[config.mk]
export PLATFORM = sky130hd
export DESIGN_NAME = mux_scan_ctrl
export DESIGN_NICKNAME = d
export VERILOG_FILES = /design/src/rtl/mux_pkg.sv /design/src/rtl/dwell_cnt.sv /design/src/rtl/mux_scan_ctrl.sv
export SDC_FILE = /design/constraint.sdc
export NUM_CORES = 1
export LEC_CHECK = 0
export CORE_MARGIN = 1
export CORE_UTILIZATION = 40
export CTS_BUF_LIST = sky130_fd_sc_hd__clkbuf_4
export DETAILED_ROUTE_END_ITERATION = 6
export GPL_ROUTABILITY_DRIVEN = 0
export PLACE_DENSITY = 0.68
export SYNTH_ARGS = -nofsm -noshare
export SYNTH_HDL_FRONTEND = slang
export SYNTH_SLANG_ARGS = --single-unit
[constraint.sdc]
create_clock -name clk -period 2.61 [get_ports clk]
set_input_delay 0.522 -clock clk [delete_from_list [all_inputs] [get_ports clk]]
set_output_delay 0.522 -clock clk [all_outputs]
set_load 0.01 [all_outputs]
[src/rtl/mux_pkg.sv]
// Shared constants and state encoding for the 16:1 mux scan controller.
package mux_pkg;

  localparam int unsigned CH_N  = 16;
  localparam int unsigned SEL_W = 4;

  typedef enum logic {
    IDLE = 1'b0,
    RUN  = 1'b1
  } state_t;

endpackage

[src/rtl/dwell_cnt.sv]
// Dwell counter: counts 0..limit while enabled, wrapping to 0 after limit.
// Ports:
//   clk, rst_n : clock and asynchronous active-low reset
//   clr        : synchronous clear to 0 (takes priority over en)
//   en         : advance the count this cycle
//   limit      : terminal count (dwell - 1)
//   last       : combinational, high while enabled and count == limit
module dwell_cnt #(
  parameter int unsigned W = 8
) (
  input  logic         clk,
  input  logic         rst_n,
  input  logic         clr,
  input  logic         en,
  input  logic [W-1:0] limit,
  output logic         last
);

  logic [W-1:0] cnt;

  assign last = en && (cnt == limit);

  // Count register; wraps on the terminal count so it never exceeds limit.
  always_ff @(posedge clk or negedge rst_n) begin
    if (!rst_n) begin
      cnt <= '0;
    end else if (clr) begin
      cnt <= '0;
    end else if (en) begin
      if (cnt == limit) begin
        cnt <= '0;
      end else begin
        cnt <= cnt + W'(1);
      end
    end
  end

endmodule

[src/rtl/mux_scan_ctrl.sv]
// Scan controller for an external 16:1 mux: steps the select through all
// 16 channels, holding each for D clocks, and reassembles the serial bits.
// Ports:
//   clk, rst_n : clock and asynchronous active-low reset
//   start      : request one full scan (ignored while running)
//   abort      : cancel a running scan at the next edge
//   dwell      : clocks per channel, 0 treated as 1, latched at start
//   y          : serial data from the mux
//   e          : active-low mux enable
//   s          : mux select
//   word       : reassembled word, bit n sampled while s = n
//   busy       : high while scanning
//   done       : one-cycle pulse when word updates
module mux_scan_ctrl
  import mux_pkg::*;
#(
  parameter int unsigned DWELL_W = 8
) (
  input  logic               clk,
  input  logic               rst_n,
  input  logic               start,
  input  logic               abort,
  input  logic [DWELL_W-1:0] dwell,
  input  logic               y,
  output logic               e,
  output logic [SEL_W-1:0]   s,
  output logic [CH_N-1:0]    word,
  output logic               busy,
  output logic               done
);

  localparam logic [SEL_W-1:0] LAST_CH = SEL_W'(CH_N - 1);

  state_t             state_q, state_d;
  logic [DWELL_W-1:0] limit_q, limit_d;
  logic [CH_N-2:0]    cap_buf, cap_buf_d;
  logic [SEL_W-1:0]   s_d;
  logic [CH_N-1:0]    word_d;
  logic               e_d, busy_d, done_d;
  logic               cnt_clr, cnt_en, cnt_last;

  dwell_cnt #(
    .W (DWELL_W)
  ) u_dwell_cnt (
    .clk   (clk),
    .rst_n (rst_n),
    .clr   (cnt_clr),
    .en    (cnt_en),
    .limit (limit_q),
    .last  (cnt_last)
  );

  // State register.
  always_ff @(posedge clk or negedge rst_n) begin
    if (!rst_n) begin
      state_q <= IDLE;
    end else begin
      state_q <= state_d;
    end
  end

  // Next-state and next-output logic.
  always_comb begin
    state_d   = state_q;
    limit_d   = limit_q;
    cap_buf_d = cap_buf;
    s_d       = s;
    word_d    = word;
    e_d       = e;
    busy_d    = busy;
    done_d    = 1'b0;
    cnt_clr   = 1'b0;
    cnt_en    = 1'b0;

    case (state_q)
      IDLE: begin
        cnt_clr = 1'b1;
        e_d     = 1'b1;
        busy_d  = 1'b0;
        if (start && !abort) begin
          state_d = RUN;
          // Terminal count is D-1; dwell of 0 behaves as 1.
          limit_d = (dwell == '0) ? '0 : dwell - DWELL_W'(1);
          s_d     = '0;
          e_d     = 1'b0;
          busy_d  = 1'b1;
        end
      end

      RUN: begin
        if (abort) begin
          // Abort beats a simultaneous final capture: no word update, no done.
          state_d = IDLE;
          e_d     = 1'b1;
          busy_d  = 1'b0;
          cnt_clr = 1'b1;
        end else begin
          cnt_en = 1'b1;
          if (cnt_last) begin
            if (s == LAST_CH) begin
              word_d  = {y, cap_buf};
              done_d  = 1'b1;
              e_d     = 1'b1;
              busy_d  = 1'b0;
              state_d = IDLE;
            end else begin
              cap_buf_d[s] = y;
              s_d          = s + SEL_W'(1);
            end
          end
        end
      end

      default: begin
        state_d = IDLE;
      end
    endcase
  end

  // Output and datapath registers.
  always_ff @(posedge clk or negedge rst_n) begin
    if (!rst_n) begin
      limit_q <= '0;
      cap_buf <= '0;
      s       <= '0;
      word    <= '0;
      e       <= 1'b1;
      busy    <= 1'b0;
      done    <= 1'b0;
    end else begin
      limit_q <= limit_d;
      cap_buf <= cap_buf_d;
      s       <= s_d;
      word    <= word_d;
      e       <= e_d;
      busy    <= busy_d;
      done    <= done_d;
    end
  end

endmodule

==> flow_summary.ini, run 1 <==
[synth]
syn_area_sq_um = 2660
synth-main-ff-cell = dfrtp_1
synth_top_area_cell = dfrtp_1
ys_seq_area_share_pct = 51.8
netlist_instances = 238
ys_ff_latch = 55
ys_warn_count = 0
yosys-top-cells-area = dfrtp_1 (51%), mux2_2 (11%), xor2_1 (3.6%), ha_1 (3.3%), nand2_1 (2.7%)
syn_area_per_cell_sq_um = 11.2
synth_top_area_share_pct = 50.8
yosysUniqueCellTypes = 39
syn_nets = 258
synth-async-reset-ratio_pct = 100
synth_edf_count = 0

[worst_setup_path]
end_kind = register
reg2reg_depth = 4
path_delay_family = simple AND/OR/NAND/NOR gates
cp_slowest_stage_delay_ps = 690
r2r-end = cap_buf[6]
crit_fanout = 9
critPathSlowestCell = or4_1
worstPathCellList = xor2_1 > or4_1 > or4_1 > mux2_1
cp_num_buf_inv = 0
cpMostUsedCell = or4_1
regToRegSetupSlack_ps = 290
crit_required_ps = 2870
critical_path_class = reg -> reg
r2r-start = limit_q[7]
cp.arrival_ps = 2580
startpoint_type = register

[floorplanning]
die_area_sq_um = 6970
initial_core_util_pct = 41.6
core_sq_um = 6390
die_y_microns = 83.5
ioPinCount = 36
die_w_microns = 83.5
rows = 29

[grt]
antenna_found_initial = 0
grt_pass1_vias = 1868
grt_pass1_wl_microns = 8710
grt_remaining_overflow = 0
grt_max_degree = 33
grt_usage_pct = 15.5

[cells_and_area]
diodes = 0
instances_no_fill = 352
fillers = 591
nets = 295
area_growth_pct = 18.3
drive_above_1_share_pct = 15.6
design_area_sq_um = 3140

[route]
drt-vias-per-instance = 5.34
dr.pass1.iters = 4
drtIter0Drc = 127
met3_length_microns = 152
routedLengthMet1_microns = 2200
ant_nets = 0
postRouteWirelength_microns = 4910
wire_per_inst_microns = 13.9
drc_errors = 0
top_layer = met4
num_vias = 1880
wl_met2_microns = 2490

[clock_network]
cts_sinks = 55
tritoncts = done
postCtsHoldBufs = 0
post_cts_buffers = 0
clock_latency_ps = 370
ctsHtreeMaxLevel = 2
ctsRootBufferMaster = clkbuf_4
cts_resized = 0
cts_buffers = 5
clkTransAtPathRegs_ps = 150
cts_buffer_depth = 2

[timing]
finalSetupViolCount = 0
rsz0062_at_grt = false
fmax_ghz = 0.431
setup_tns_ps = 0
hold_ws_ps = 172
min_period_over_period_pct = 88.9
finalHoldViolCount = 0
max_slew_margin_pct = 53.9
fin_skew_ps = 8.46
layout_min_cycle_time_ps = 2320
maxSlewViolCount = 0
worst_slew_pin_slew_ps = 692

[flow_run]
drv_cap = 0

[worst_hold_path]
min-delay-path-class = in -> async

[placed_design]
dp_hpwl_microns = 3730
port_buffers = 35
placed_cell_area_sq_um = 3100
place_inst = 345

[pwr]
vdd_drop_max_mv = 0.282
p_leak_nw = 1.44
pwr_density_cell_nw_per_um2 = 588

[status]
status = finished, final reports clean
-- registers in the layout, summed over array words and instances, names as in the netlist --
signal           flops
e                    1
word                16
state_q              1
limit_q              8
done                 1
cap_buf             15
u_dwell_cnt.cnt      8
s                    4
busy                 1
-- placed cells by master (no fill, tap or decap), types with 2 or more instances in the layout --
cell type and count:
dfrtp_1 54, clkdlybuf4s50_1 34, and3_1 3, xnor2_1 8, mux2i_1 3, nand2b_1 3
o21ai_0 8, inv_1 8, a21oi_1 2, nand4_1 7, xor2_1 11, mux2_1 5
clkbuf_4 5, ha_1 7, buf_4 5, nand2_1 19, nor3b_1 2, nor3_1 4
mux2_2 26, nand3_1 14, or4_1 7, nor4_1 4, nor2_1 17
-- cell usage after synthesis, types with 2 or more instances --
| library cell | n |
|---|---|
| nor3b_1 | 2 |
| xnor2_1 | 8 |
| buf_2 | 2 |
| inv_1 | 8 |
| nand3_1 | 14 |
| nor4_1 | 4 |
| mux2_2 | 26 |
| or4_1 | 7 |
| nand2b_1 | 3 |
| mux2_1 | 5 |
| xor2_1 | 11 |
| mux2i_1 | 3 |
| clkbuf_1 | 7 |
| and3_1 | 3 |
| dfrtp_1 | 54 |
| nor3_1 | 4 |
| o21ai_0 | 8 |
| nor2_1 | 17 |
| ha_1 | 7 |
| a21oi_1 | 2 |
| nand4_1 | 7 |
| nand2_1 | 19 |
-- worst reg2reg max path, cell delays in order (launching register included) --
cell     delay, ps
dfrtp_1        420
xor2_1         200
or4_1          690
or4_1          580
mux2_1         330
-- power breakdown --
part | leakage (nW) | switching, W | internal, W
sequential | 0.748 | 0.0000770 | 0.000943
clock | 0.0285 | 0.000249 | 0.0000963
combinational | 0.661 | 0.000297 | 0.000186
-- stage by stage --
step           setup WS (ps)  utilization [%]  power [W]
2_1_floorplan            453                -    0.00135
3_3_place_gp             163             48.5    0.00150
3_5_place_dp             131             48.5    0.00153
4_1_cts                  274             49.2    0.00187
5_1_grt                  223             49.2    0.00197
6_report                 290             49.2    0.00185
-- cell type report --
type                    instances  area [sq um]  share of cell area, %
clock buffers                   5          37.5                   1.19
clock inverters                 2          8.76                  0.279
inverters                       8          30.0                  0.955
multi-input cells             165          1210                   38.5
flip-flops and latches         55          1380                   43.8
well taps                      77          96.3                   3.07
repair buffers                 40           383                   12.2
-- logic make-up after synthesis --
kind of cell	synth area share, %
AND/OR/NAND/NOR	17.7
adder cells (fa/ha/maj)	3.30
multiplexers	14.3
AO/OA/AOI/OAI	3.96
flip-flops	51.8
XOR/XNOR	6.26
buffers and inverters	2.64
-- metal layers --
metal	global-route usage [%]	vias to the layer above
met3	2.87	8
li1	-	913
met1	19.7	919
met5	0	-
met4	5.08	0
met2	26.9	40
-- worst max-delay path by stage --
| stage | start | depth (start not counted) | end | slack, ps |
|---|---|---|---|---|
| after detailed placement | abort | 4 | cap_buf[4] | 130 |
| after CTS | limit_q[7] | 4 | cap_buf[6] | 270 |
| final | limit_q[7] | 4 | cap_buf[6] | 290 |
| after global placement | abort | 4 | cap_buf[4] | 160 |
| after floorplan | limit_q[7] | 5 | cap_buf[11] | 450 |
| after global routing | limit_q[7] | 4 | cap_buf[6] | 220 |
No activity file was read; power rests on OpenSTA's default activity.
==> run 2: changes to the inputs <==
Settings changed: CELL_PAD_IN_SITES_DETAIL_PLACEMENT set to 1, CELL_PAD_IN_SITES_GLOBAL_PLACEMENT set to 1, PLACE_DENSITY 0.68 to not set, PLACE_DENSITY_LB_ADDON set to 0.2.
==> run 2 against run 1 <==
First-iteration DRC count fell by 50%; critical path type unchanged; die area did not move; highest routed layer unchanged; core utilization rose by 0.69 points; largest power group unchanged; clock power rose by 41%.
==> flow_summary.ini, run 2 (synthesis gave the netlist of run 1 again) <==
[clock_network]
post_cts_buffers = 0
clkTransAtPathRegs_ps = 170
cts_buffers = 5
ctsHtreeMaxLevel = 2
cts_sinks = 55
ctsRootBufferMaster = clkbuf_4
clock_latency_ps = 390
cts_buffer_depth = 2
postCtsHoldBufs = 0
cts_resized = 0
tritoncts = done

[timing]
maxSlewViolCount = 0
setup_tns_ps = 0
layout_min_cycle_time_ps = 2320
max_slew_margin_pct = 54.4
min_period_over_period_pct = 88.9
worst_slew_pin_slew_ps = 684
finalHoldViolCount = 0
fmax_ghz = 0.431
finalSetupViolCount = 0
rsz0062_at_grt = false
fin_skew_ps = 17.7

[route]
num_vias = 1890
ant_nets = 0
drtIter0Drc = 64
drt-vias-per-instance = 5.37
wire_per_inst_microns = 15.6
dr.pass1.iters = 4
drc_errors = 0
postRouteWirelength_microns = 5490

[cells_and_area]
largest_register_ffs = 16
area_growth_pct = 19.9
top_register = word
diodes = 0
final_common_cell = dfrtp_1
final_cell_mix = dfrtp_1 (54), clkdlybuf4s50_1 (34), mux2_2 (26)
instances_no_fill = 352
reg_top3 = word x16, cap_buf x15
drive_above_1_share_pct = 16.0
nets = 294
design_area_sq_um = 3190

[worst_setup_path]
r2r-start = u_dwell_cnt.cnt[7]
cp-endpoint = cap_buf[11]
regToRegSetupSlack_ps = 290
reg2reg_depth = 4
worstSetupStartpoint = u_dwell_cnt.cnt[7]
cp.arrival_ps = 2610
crit_required_ps = 2900
end_kind = register
r2r-end = cap_buf[11]
crit_fanout = 9
startpoint_type = register
critical_path_class = reg -> reg

[status]
status = finished, final reports clean

[grt]
grt_use_met2_pct = 27.2
grt_max_degree = 29
antenna_found_initial = 0
grt_pass1_wl_microns = 9800
grt_usage_pct = 17.6
met3_usage_pct = 3.46
grt_pass1_vias = 1956
busiest_layer = met2
use_met1_pct = 25.2
grt_remaining_overflow = 0

[pwr]
p_leak_nw = 1.45
vdd_drop_max_mv = 0.248
pwr_density_cell_nw_per_um2 = 633

[floorplanning]
rows = 29
die_w_microns = 83.5
die_y_microns = 83.5
core_sq_um = 6390
die_area_sq_um = 6970
ioPinCount = 36
initial_core_util_pct = 41.6

[placed_design]
port_buffers = 35
dp_hpwl_microns = 4040
placed_cell_area_sq_um = 3100
place_inst = 344

[flow_run]
drv_cap = 0

[worst_hold_path]
min-delay-path-class = in -> async
## run 2: power breakdown
| part | switching [W] | internal (W) | total, W | leakage, nW |
|---|---|---|---|---|
| Clock | 0.000282 | 0.000207 | 0.000489 | 0.0458 |
| Combinational | 0.000318 | 0.000186 | 0.000504 | 0.661 |
| Sequential | 0.0000816 | 0.000943 | 0.00102 | 0.748 |
| Total | 0.000681 | 0.00134 | 0.00202 | 1.45 |
## run 2: critical path, stage by stage (launching register included)
cell and delay, ps:
dfrtp_1 430, xor2_1 190, or4_1 700, or4_1 570
mux2_1 330
## run 2: layout make-up
class                      instances  area [sq um]
clock buffer                       5          37.5
clock inverter                     3          47.5
fill                             706          3200
inverter                           8          30.0
multi-input combinational        165          1210
sequential                        55          1380
tap                               77          96.3
timing repair buffer              39           388
## run 2: through the flow
stage	total power (W)	utilization, %	hold WS (ps)	worst slack (ps)
finish	0.00202	49.9	157	288
global route	0.00214	49.9	187	202
CTS	0.00204	49.9	166	278
detailed placement	0.00155	48.6	487	131
global placement	0.00153	48.6	477	137
floorplan	0.00135	-	226	453
## run 2: metal layers
metal / wire length (microns) / vias up
met5: 0 / -
met4: 78 / 0
met3: 163 / 5
met2: 2500 / 36
met1: 2750 / 936
li1: - / 913
## run 2: how the worst min path moves through the flow
stage | start | end | slack (ps) | cells after the start
2_1_floorplan | rst_n | busy | 230 | 0
3_3_place_gp | cap_buf[6] | cap_buf[6] | 480 | 1
3_5_place_dp | cap_buf[6] | cap_buf[6] | 490 | 1
4_1_cts | rst_n | busy | 170 | 1
5_1_grt | rst_n | busy | 190 | 1
6_report | rst_n | busy | 160 | 1
